$ cat src/rtl/mem_burst_pkg.sv
// rtl/mem_burst_pkg.sv - shared state encoding and default widths for the RAM burst master
package mem_burst_pkg;

  localparam int DEF_DATA_W = 8;
  localparam int DEF_ADDR_W = 8;
  localparam int DEF_LEN_W  = 8;

  typedef enum logic [1:0] {
    ST_IDLE  = 2'd0,
    ST_WRITE = 2'd1,
    ST_READ  = 2'd2
  } state_t;

endpackage

$ cat src/rtl/mem_rd_stage.sv
// rtl/mem_rd_stage.sv - single-entry registered valid/ready output stage for read beats
module mem_rd_stage #(
  parameter int DATA_W = 8
) (
  input  logic              clk,
  input  logic              rst_n,
  input  logic              capture,
  input  logic [DATA_W-1:0] data,
  input  logic              rd_ready,
  output logic              can_capture,
  output logic              rd_valid,
  output logic [DATA_W-1:0] rd_data
);

  // A new word may enter whenever the slot is empty or is being drained this cycle.
  assign can_capture = !rd_valid || rd_ready;

  always_ff @(posedge clk or negedge rst_n) begin
    if (!rst_n) begin
      rd_valid <= 1'b0;
      rd_data  <= '0;
    end else if (capture) begin
      rd_valid <= 1'b1;
      rd_data  <= data;
    end else if (rd_ready) begin
      rd_valid <= 1'b0;
    end
  end

endmodule

$ cat src/rtl/mem_burst_master.sv
// rtl/mem_burst_master.sv - burst command initiator for a single-port RAM with async read
module mem_burst_master
  import mem_burst_pkg::*;
#(
  parameter int DATA_W = DEF_DATA_W,
  parameter int ADDR_W = DEF_ADDR_W,
  parameter int LEN_W  = DEF_LEN_W
) (
  input  logic              clk,
  input  logic              rst_n,
  input  logic              cmd_valid,
  output logic              cmd_ready,
  input  logic              cmd_write,
  input  logic [ADDR_W-1:0] cmd_addr,
  input  logic [LEN_W-1:0]  cmd_len,
  input  logic              wr_valid,
  output logic              wr_ready,
  input  logic [DATA_W-1:0] wr_data,
  output logic              rd_valid,
  input  logic              rd_ready,
  output logic [DATA_W-1:0] rd_data,
  output logic              done,
  output logic [ADDR_W-1:0] mem_addr,
  output logic [DATA_W-1:0] mem_data_in,
  output logic              mem_write_en,
  input  logic [DATA_W-1:0] mem_data_out
);

  state_t              state_q;
  logic [ADDR_W-1:0]   addr_q;
  logic [LEN_W-1:0]    remain_q;
  logic                last_cap_q;
  logic                done_q;
  logic                can_capture;
  logic                capture;

  assign cmd_ready    = (state_q == ST_IDLE);
  assign wr_ready     = (state_q == ST_WRITE);
  assign mem_write_en = wr_ready && wr_valid;
  assign mem_addr     = addr_q;
  assign mem_data_in  = wr_data;
  assign done         = done_q;

  // last_cap_q stops further captures while the final beat waits to be consumed.
  assign capture = (state_q == ST_READ) && !last_cap_q && can_capture;

  mem_rd_stage #(.DATA_W(DATA_W)) u_rd_stage (
    .clk         (clk),
    .rst_n       (rst_n),
    .capture     (capture),
    .data        (mem_data_out),
    .rd_ready    (rd_ready),
    .can_capture (can_capture),
    .rd_valid    (rd_valid),
    .rd_data     (rd_data)
  );

  always_ff @(posedge clk or negedge rst_n) begin
    if (!rst_n) begin
      state_q    <= ST_IDLE;
      addr_q     <= '0;
      remain_q   <= '0;
      last_cap_q <= 1'b0;
      done_q     <= 1'b0;
    end else begin
      done_q <= 1'b0;
      case (state_q)
        ST_IDLE: begin
          if (cmd_valid) begin
            addr_q     <= cmd_addr;
            remain_q   <= cmd_len;
            last_cap_q <= 1'b0;
            state_q    <= cmd_write ? ST_WRITE : ST_READ;
          end
        end
        ST_WRITE: begin
          if (wr_valid) begin
            addr_q   <= addr_q + 1'b1;
            remain_q <= remain_q - 1'b1;
            if (remain_q == '0) begin
              state_q <= ST_IDLE;
              done_q  <= 1'b1;
            end
          end
        end
        ST_READ: begin
          if (capture) begin
            addr_q   <= addr_q + 1'b1;
            remain_q <= remain_q - 1'b1;
            if (remain_q == '0) last_cap_q <= 1'b1;
          end else if (last_cap_q && rd_valid && rd_ready) begin
            state_q <= ST_IDLE;
            done_q  <= 1'b1;
          end
        end
        default: state_q <= ST_IDLE;
      endcase
    end
  end

endmodule

$ cat config.mk
export PLATFORM = sky130hd
export DESIGN_NAME = mem_burst_master
export DESIGN_NICKNAME = d
export VERILOG_FILES = /design/src/rtl/mem_burst_pkg.sv /design/src/rtl/mem_rd_stage.sv /design/src/rtl/mem_burst_master.sv
export SDC_FILE = /design/constraint.sdc
export NUM_CORES = 1
export LEC_CHECK = 0
export CAP_MARGIN = 20
export CORE_ASPECT_RATIO = 1.75
export CORE_MARGIN = 5
export CORE_UTILIZATION = 49
export CTS_BUF_LIST = sky130_fd_sc_hd__clkbuf_4 sky130_fd_sc_hd__clkbuf_8
export DETAILED_ROUTE_END_ITERATION = 8
export PLACE_DENSITY = 0.88
export SLEW_MARGIN = 5
export SYNTH_ARGS = -nofsm -noshare
export SYNTH_HDL_FRONTEND = slang
export SYNTH_SLANG_ARGS = --single-unit
$ cat constraint.sdc
create_clock -name clk -period 3.4 [get_ports clk]
set_input_delay 0.51 -clock clk [delete_from_list [all_inputs] [get_ports clk]]
set_output_delay 0.51 -clock clk [all_outputs]
set_load 0.1 [all_outputs]
Word level (Yosys, flattened, before mapping)
Cells that the tools add are included.

storage, ports and cells
  output and inout bits = 29
  bits in registers = 29
  input port bits = 38

operators by class
  reduce and logical (&&, ||, !) cells = 16
  add/sub/neg operators = 2
  multiplexer cells = 26
  equal/unequal tests = 9

operators with widths
  kind                                                                    number
  8-bit 2-to-1 mux                                                        6
  8-bit one-hot mux with 3 select lines                                   2
  2-bit 2-to-1 mux                                                        6
  1-bit 2-to-1 mux                                                        9
  8-bit by 1-bit adder with 8-bit output (second input constant)          1
  8-bit zero test                                                         1
  2-bit != test (second input constant)                                   4
  4-bit AND reduction                                                     2
  8-bit by 1-bit subtractor with 8-bit output (second input constant)     1
  2-bit by 1-bit != test with 1-bit output (second input constant)        3
  2-bit one-hot mux with 3 select lines                                   1
  1-bit logical AND                                                       5
  5-bit AND reduction                                                     1
  1-bit one-hot mux with 2 select lines                                   2
  2-bit nonzero test                                                      2
  3-bit nonzero test                                                      1
  2-bit by 1-bit equality test with 1-bit output (second input constant)  1
  2-bit equality test (second input constant)                             1
  1-bit zero test                                                         2
  2-bit zero test                                                         1
  1-bit logical OR                                                        1

Logic depth before layout (Yosys ltp)
Gate-level depths: netlist of the first run.

  depth in word-level cells = 5
  gate-level depth with buffers = 8
  mapped depth without buffers = 6

Modules after synthesis
A second synthesis of the first run with hierarchy kept.

unflattened totals
  cell total of the unflattened synthesis = 175
  area, all modules = 1773.0 um2

modules (own cells, without submodules)
  module            instances  seq. area each (um2)  area each (um2)  cells each
  mem_burst_master  1          500.5                 1403.8           155
  mem_rd_stage      1          225.2                 369.1            20

Worst setup path after synthesis of the first run
OpenSTA, ideal clock, no wires.

  path type = reg-to-output
  from = reg state_q[1]
  to = out mem_write_en
  path buffers = 0
  data required time = 2.890 ns
  stages on the path, launching flop included = 4
  setup slack = 0.682 ns
  data arrival time = 2.208 ns
  cells stage by stage = dfrtp_1 inv_1 ha_1 and2_1

on the way
  cells in the longest elaborated chain, start to end = 2

RTL lines
  item                                            line                    RTL
  start, declared                                 mem_burst_master.sv:29  state_t state_q;
  start signal, assigned                          mem_burst_master.sv:73  state_q <= cmd_write ? ST_WRITE : ST_READ;
  2-bit by 1-bit equality test with 1-bit output  mem_burst_master.sv:38  assign wr_ready = (state_q == ST_WRITE);
  net wr_ready                                    mem_burst_master.sv:17  output logic wr_ready,
  1-bit logical AND                               mem_burst_master.sv:39  assign mem_write_en = wr_ready && wr_valid;
  end, declared                                   mem_burst_master.sv:25  output logic mem_write_en,

The timed path passes the listed nets, and every way through them passes these cells.

Final worst setup path of the first run
  from = reg addr_q[4] (netlist: mem_addr[4])
  to = out mem_addr[4]

RTL lines
  item                    line                    RTL
  start, declared         mem_burst_master.sv:30  logic [ADDR_W-1:0] addr_q;
  start signal, assigned  mem_burst_master.sv:70  addr_q <= cmd_addr;
  start signal, assigned  mem_burst_master.sv:78  addr_q <= addr_q + 1'b1;
  start signal, assigned  mem_burst_master.sv:88  addr_q <= addr_q + 1'b1;
  end, declared           mem_burst_master.sv:23  output logic [ADDR_W-1:0] mem_addr,

No word-level cell between the ends.

==> flow_summary.json, run 1 <==
{
  "hold_viol": 0,
  "grt.overflow.total": 0,
  "grt_pass1_wl_um": 7560,
  "fin_crit_sh_pct": 71.9,
  "drive_gt1_share_pct": 13.0,
  "netlist_area_um2": 1780,
  "cap_violations": 0,
  "clockBufferDepth": 2,
  "crit_buf_inv": 1,
  "antenna_found_initial": 0,
  "hpwl_um": 3300,
  "fin_util_pct": 66.0,
  "grt_use_total_pct": 19.6,
  "drc_errors": 0,
  "die_area_um2": 4980,
  "path_class": "register to output port",
  "cts_tree": "built",
  "wirelength_um": 4560,
  "worstPathCellList": "clkdlybuf4s50_1",
  "clock_latency_ns": 0.29,
  "start_util_pct": 50.0,
  "synth_top_cell_by_area": "dfrtp_1",
  "num_rows": 29,
  "holdBufCountCts": 0,
  "clockRootBuffer": "clkbuf_8",
  "detail_route.iter0.violations": 48,
  "postCtsSetupBuffers": 0,
  "cts_resized": 0,
  "synthCells": 184,
  "syn_avg_cell_area_um2": 9.66,
  "synth_cell_type_count": 42,
  "end_kind": "output port",
  "syn_to_final_growth_pct": 32.0,
  "synth_edf_count": 0,
  "numCtsBuffers": 5,
  "r2r_slack_ns": 1.07,
  "cp_top_family": "buffers and inverters",
  "required_ns": 2.89,
  "cts_max_level": 2,
  "vias": 1650,
  "wl_per_cell_um": 16.5,
  "syn_nets": 228,
  "crit_arrival_ns": 1.94,
  "relSlewSlack_pct": 34.1,
  "io_buffers": 50,
  "slew_viol_final": 0,
  "synth.most_common_cell": "dfrtp_1",
  "worstPathMaxFanout": 8,
  "synth_flop_cell": "dfrtp_1",
  "tightestPinTransition_ns": 0.985,
  "finalClockSkew_ns": 0.00661,
  "yosys-top-cells-count": "dfrtp_1 (29), o21ai_0 (12), inv_1 (10), nand2_1 (10), nand3_1 (10)",
  "pre_cts_ws_ns": 0.818,
  "synth.area.top_cells": "dfrtp_1 (41%), mux2_2 (5.1%), ha_1 (4.2%), o21ai_0 (3.4%), buf_4 (3.4%)",
  "status": "finished clean",
  "die_x_um": 55.5,
  "cts.sinks": 29,
  "yosysSeqAreaShare_pct": 40.8,
  "dr.pass1.iters": 4,
  "r2r_cells": 6,
  "async_flop_share_pct": 100,
  "num_io_pins": 67,
  "rsz0062_at_grt": "false",
  "critPathMaxStageDelay_ns": 1.18,
  "hold_ws_ns": 0.505,
  "finalCriticalPeriod_ns": 2.45,
  "slowest_stage": "clkdlybuf4s50_1",
  "clk_pin_slew_ns": 0.07,
  "routed_via_density": 5.98,
  "insertedDiodeCount": 0,
  "setup_viol": 0,
  "gp_congestion": 0.815,
  "ant_nets": 0,
  "fin_nets": 273,
  "yosysWarnings": 0,
  "synth.top_cell.area_share_pct": 40.8,
  "die_h_um": 89.7,
  "tns_ns": 0,
  "hold_path_class": "register to register",
  "path_depth": 1,
  "grt_max_degree": 30,
  "grt_pass1_vias": 1603,
  "fmax_ghz": 0.409,
  "whs_path_depth": 1,
  "core_um2": 3560,
  "setup_ws_ns": 0.954,
  "ys_ff_latch": 29,
  "crit_path_start_kind": "register"
}
worst paths after layout:
check	start	end
min	u_rd_stage.rd_data[5]$_DFFE_PN0P_	u_rd_stage.rd_data[5]$_DFFE_PN0P_
min reg2reg	u_rd_stage.rd_data[5]$_DFFE_PN0P_	u_rd_stage.rd_data[5]$_DFFE_PN0P_
max	mem_addr[4]$_DFFE_PN0P_	mem_addr[4]
min in group asynchronous	rst_n	remain_q[1]$_DFFE_PN0P_
max reg2reg	state_q[0]$_DFFE_PN0P_	remain_q[2]$_DFFE_PN0P_
max in group asynchronous	rst_n	state_q[0]$_DFFE_PN0P_
flip-flops by register name, summed over array words and instances (netlist names):
register             cells
u_rd_stage.rd_data       8
done                     1
state_q                  2
last_cap_q               1
u_rd_stage.rd_valid      1
mem_addr                 8
remain_q                 8
cell type report:
class,count,area (µm²)
sequential,29,726
clock inverter,3,17.5
fill,305,1210
multi-input combinational,128,910
tap,46,57.6
clock buffer,5,68.8
timing repair buffer,55,531
inverter,10,37.5
per-layer routing:
metal	global-route usage [%]	wire, µm	vias up
met4	11.9	106	0
li1	-	-	777
met5	0	0	-
met2	35.1	2480	53
met3	4.15	240	8
met1	21.1	1740	812
through the flow:
stage / cell area, µm² / instances
after floorplan: 1780 / 184
after global placement: 2260 / 268
after detailed placement: 2260 / 268
after CTS: 2350 / 276
after global routing: 2350 / 276
final: 2350 / 276
cell usage in the layout (no fill, tap or decap), types with 6 or more instances in the layout:
cell type / count
nand2_1: 10
mux2_2: 8
nand3_1: 10
ha_1: 6
inv_1: 10
dfrtp_1: 29
nand2b_1: 9
buf_4: 8
o21ai_0: 12
clkdlybuf4s50_1: 47
a21oi_1: 8
nor4_1: 6
a211o_1: 6
cells by family (layout without fill, tap and decap cells):
family / Yosys count / after routing / share of synthesized area (%)
buffers and inverters: 27 / 73 / 8.02
adder cells (fa/ha/maj): 6 / 6 / 4.22
flip-flops: 29 / 29 / 40.8
AND/OR/NAND/NOR: 61 / 61 / 19.4
AO/OA/AOI/OAI: 49 / 49 / 20.2
multiplexers: 12 / 12 / 7.32
Power of run 1 is not shown: default switching activity piles up to over one toggle a cycle in this logic, so the estimate is an artifact.
==> run 2: changes to the inputs <==
--- a/config.mk
+++ b/config.mk
@@ -8,10 +8,10 @@
 export CAP_MARGIN = 20
 export CORE_ASPECT_RATIO = 1.75
 export CORE_MARGIN = 5
-export CORE_UTILIZATION = 49
+export CORE_UTILIZATION = 46
 export CTS_BUF_LIST = sky130_fd_sc_hd__clkbuf_4 sky130_fd_sc_hd__clkbuf_8
 export DETAILED_ROUTE_END_ITERATION = 8
-export PLACE_DENSITY = 0.88
+export PLACE_DENSITY = 0.83
 export SLEW_MARGIN = 5
 export SYNTH_ARGS = -nofsm -noshare
 export SYNTH_HDL_FRONTEND = slang
==> constraint.sdc (replaced) <==
create_clock -name clk -period 2.5 [get_ports clk]
set_input_delay 0.375 -clock clk [delete_from_list [all_inputs] [get_ports clk]]
set_output_delay 0.375 -clock clk [all_outputs]
set_load 0.1 [all_outputs]
==> run 2 against run 1 <==
Wire length grew 1.9%. Cell count grew 0.36%. First-iteration DRC count grew 31%.
==> flow_summary.json, run 2 (synthesis results as in run 1) <==
{
  "status": "finished clean",
  "detail_route.iter0.violations": 63,
  "cts_max_level": 2,
  "dr.pass1.iters": 6,
  "r2r-end": "mem_addr[5]$_DFFE_PN0P_",
  "clockRootBuffer": "clkbuf_8",
  "setup_ws_ns": 0.287,
  "worstPathMaxFanout": 15,
  "fmax_ghz": 0.452,
  "grt.overflow.total": 0,
  "postCtsSetupBuffers": 0,
  "crit_start": "state_q[0]$_DFFE_PN0P_",
  "finalClockSkew_ns": 0.00542,
  "rsz0062_at_grt": "false",
  "syn_to_final_growth_pct": 32.8,
  "fin_nets": 272,
  "num_rows": 30,
  "clock_latency_ns": 0.28,
  "required_ns": 2.67,
  "hold_path_class": "input pin to asynchronous set/reset pin",
  "grt_pass1_wl_um": 7690,
  "finalCriticalPeriod_ns": 2.21,
  "die_x_um": 57.0,
  "r2r_cells": 5,
  "ant_nets": 0,
  "hpwl_um": 3340,
  "num_io_pins": 67,
  "cts_resized": 0,
  "detailed_place.area_um2": 2230,
  "final_cell_area_um2": 2360,
  "routed_via_density": 5.87,
  "fin_util_pct": 61.7,
  "crit-reg2reg-launch": "state_q[0]$_DFFE_PN0P_",
  "antenna_found_initial": 0,
  "slew_viol_final": 0,
  "path_depth": 5,
  "crit_arrival_ns": 2.38,
  "cts_tree": "built",
  "drive_gt1_share_pct": 21.4,
  "crit_buf_inv": 1,
  "holdBufCountCts": 0,
  "tns_ns": 0,
  "vias": 1627,
  "crit_path_start_kind": "register",
  "drc_errors": 0,
  "grt_use_total_pct": 18.7,
  "r2r_slack_ns": 0.29,
  "core_um2": 3830,
  "io_buffers": 50,
  "pre_cts_ws_ns": 0.281,
  "grt_pass1_vias": 1675,
  "clk_pin_slew_ns": 0.06,
  "cts.sinks": 29,
  "path_class": "register to register",
  "wirelength_um": 4650,
  "cp_top_family": "compound AO/OA/AOI/OAI gates",
  "endpoint": "mem_addr[5]$_DFFE_PN0P_",
  "hold_viol": 0,
  "wl_per_cell_um": 16.8,
  "critPathMaxStageDelay_ns": 0.87,
  "die_area_um2": 5260,
  "die_h_um": 92.2,
  "cap_violations": 0,
  "fin_crit_sh_pct": 88.5,
  "setup_viol": 0,
  "slowest_stage": "o311ai_2",
  "insertedDiodeCount": 0,
  "tightestPinTransition_ns": 0.947,
  "end_kind": "register",
  "start_util_pct": 46.4,
  "worstPathCellList": "inv_1 > ha_1 > o311ai_2 > nor2_1 > o221a_2",
  "numCtsBuffers": 5,
  "clockBufferDepth": 2,
  "final_cell_mix": "dfrtp_1 (29), clkdlybuf4s50_1 (29), buf_4 (24)",
  "relSlewSlack_pct": 36.8,
  "grt_max_degree": 30,
  "gp_congestion": 0.836
}
[run 2: worst min path at each step]
stage | end | slack (ns) | cells past startpoint
detailed placement | u_rd_stage.rd_data[1]$_DFFE_PN0P_ | 0.50 | 1
global route | remain_q[4]$_DFFE_PN0P_ | 0.52 | 2
finish | mem_addr[1]$_DFFE_PN0P_ | 0.48 | 2
floorplan | done$_DFF_PN0_ | 0.08 | 0
global placement | u_rd_stage.rd_data[4]$_DFFE_PN0P_ | 0.49 | 1
CTS | remain_q[3]$_DFFE_PN0P_ | 0.48 | 2
[run 2: per-layer routing]
layer	track usage (%)	vias up	share of wire (%)
li1	-	774	-
met5	0	-	0
met3	4.65	10	5.4
met4	9.67	0	2.2
met2	33.8	47	55
met1	19.2	796	37
[run 2: per-stage QoR]
stage / hold slack [ns] / cells
2_1_floorplan: 0.0794 / 184
5_1_grt: 0.519 / 277
3_3_place_gp: 0.490 / 269
6_report: 0.477 / 277
4_1_cts: 0.482 / 277
3_5_place_dp: 0.501 / 269
[run 2: cell type report]
type                    instances  area, µm²
fillers                       332       1470
multi-input cells             128        913
flip-flops and latches         29        726
repair buffers                 54        490
clock buffers                   5       68.8
clock inverters                 3       65.1
well taps                      48       60.1
inverters                      10       37.5
Power of run 2 is left out for the same reason.
==> run 3: changes to the inputs <==
--- a/config.mk
+++ b/config.mk
@@ -5,14 +5,14 @@
 export SDC_FILE = /design/constraint.sdc
 export NUM_CORES = 1
 export LEC_CHECK = 0
-export CAP_MARGIN = 20
 export CORE_ASPECT_RATIO = 1.75
 export CORE_MARGIN = 5
 export CORE_UTILIZATION = 46
 export CTS_BUF_LIST = sky130_fd_sc_hd__clkbuf_4 sky130_fd_sc_hd__clkbuf_8
 export DETAILED_ROUTE_END_ITERATION = 8
+export GPL_ROUTABILITY_DRIVEN = 1
 export PLACE_DENSITY = 0.83
-export SLEW_MARGIN = 5
+export SLEW_MARGIN = 20
 export SYNTH_ARGS = -nofsm -noshare
 export SYNTH_HDL_FRONTEND = slang
 export SYNTH_SLANG_ARGS = --single-unit
==> results of run 3 <==
Final layout, timing and power as in run 2 (identical DEF).
Power of run 3 is left out for the same reason.
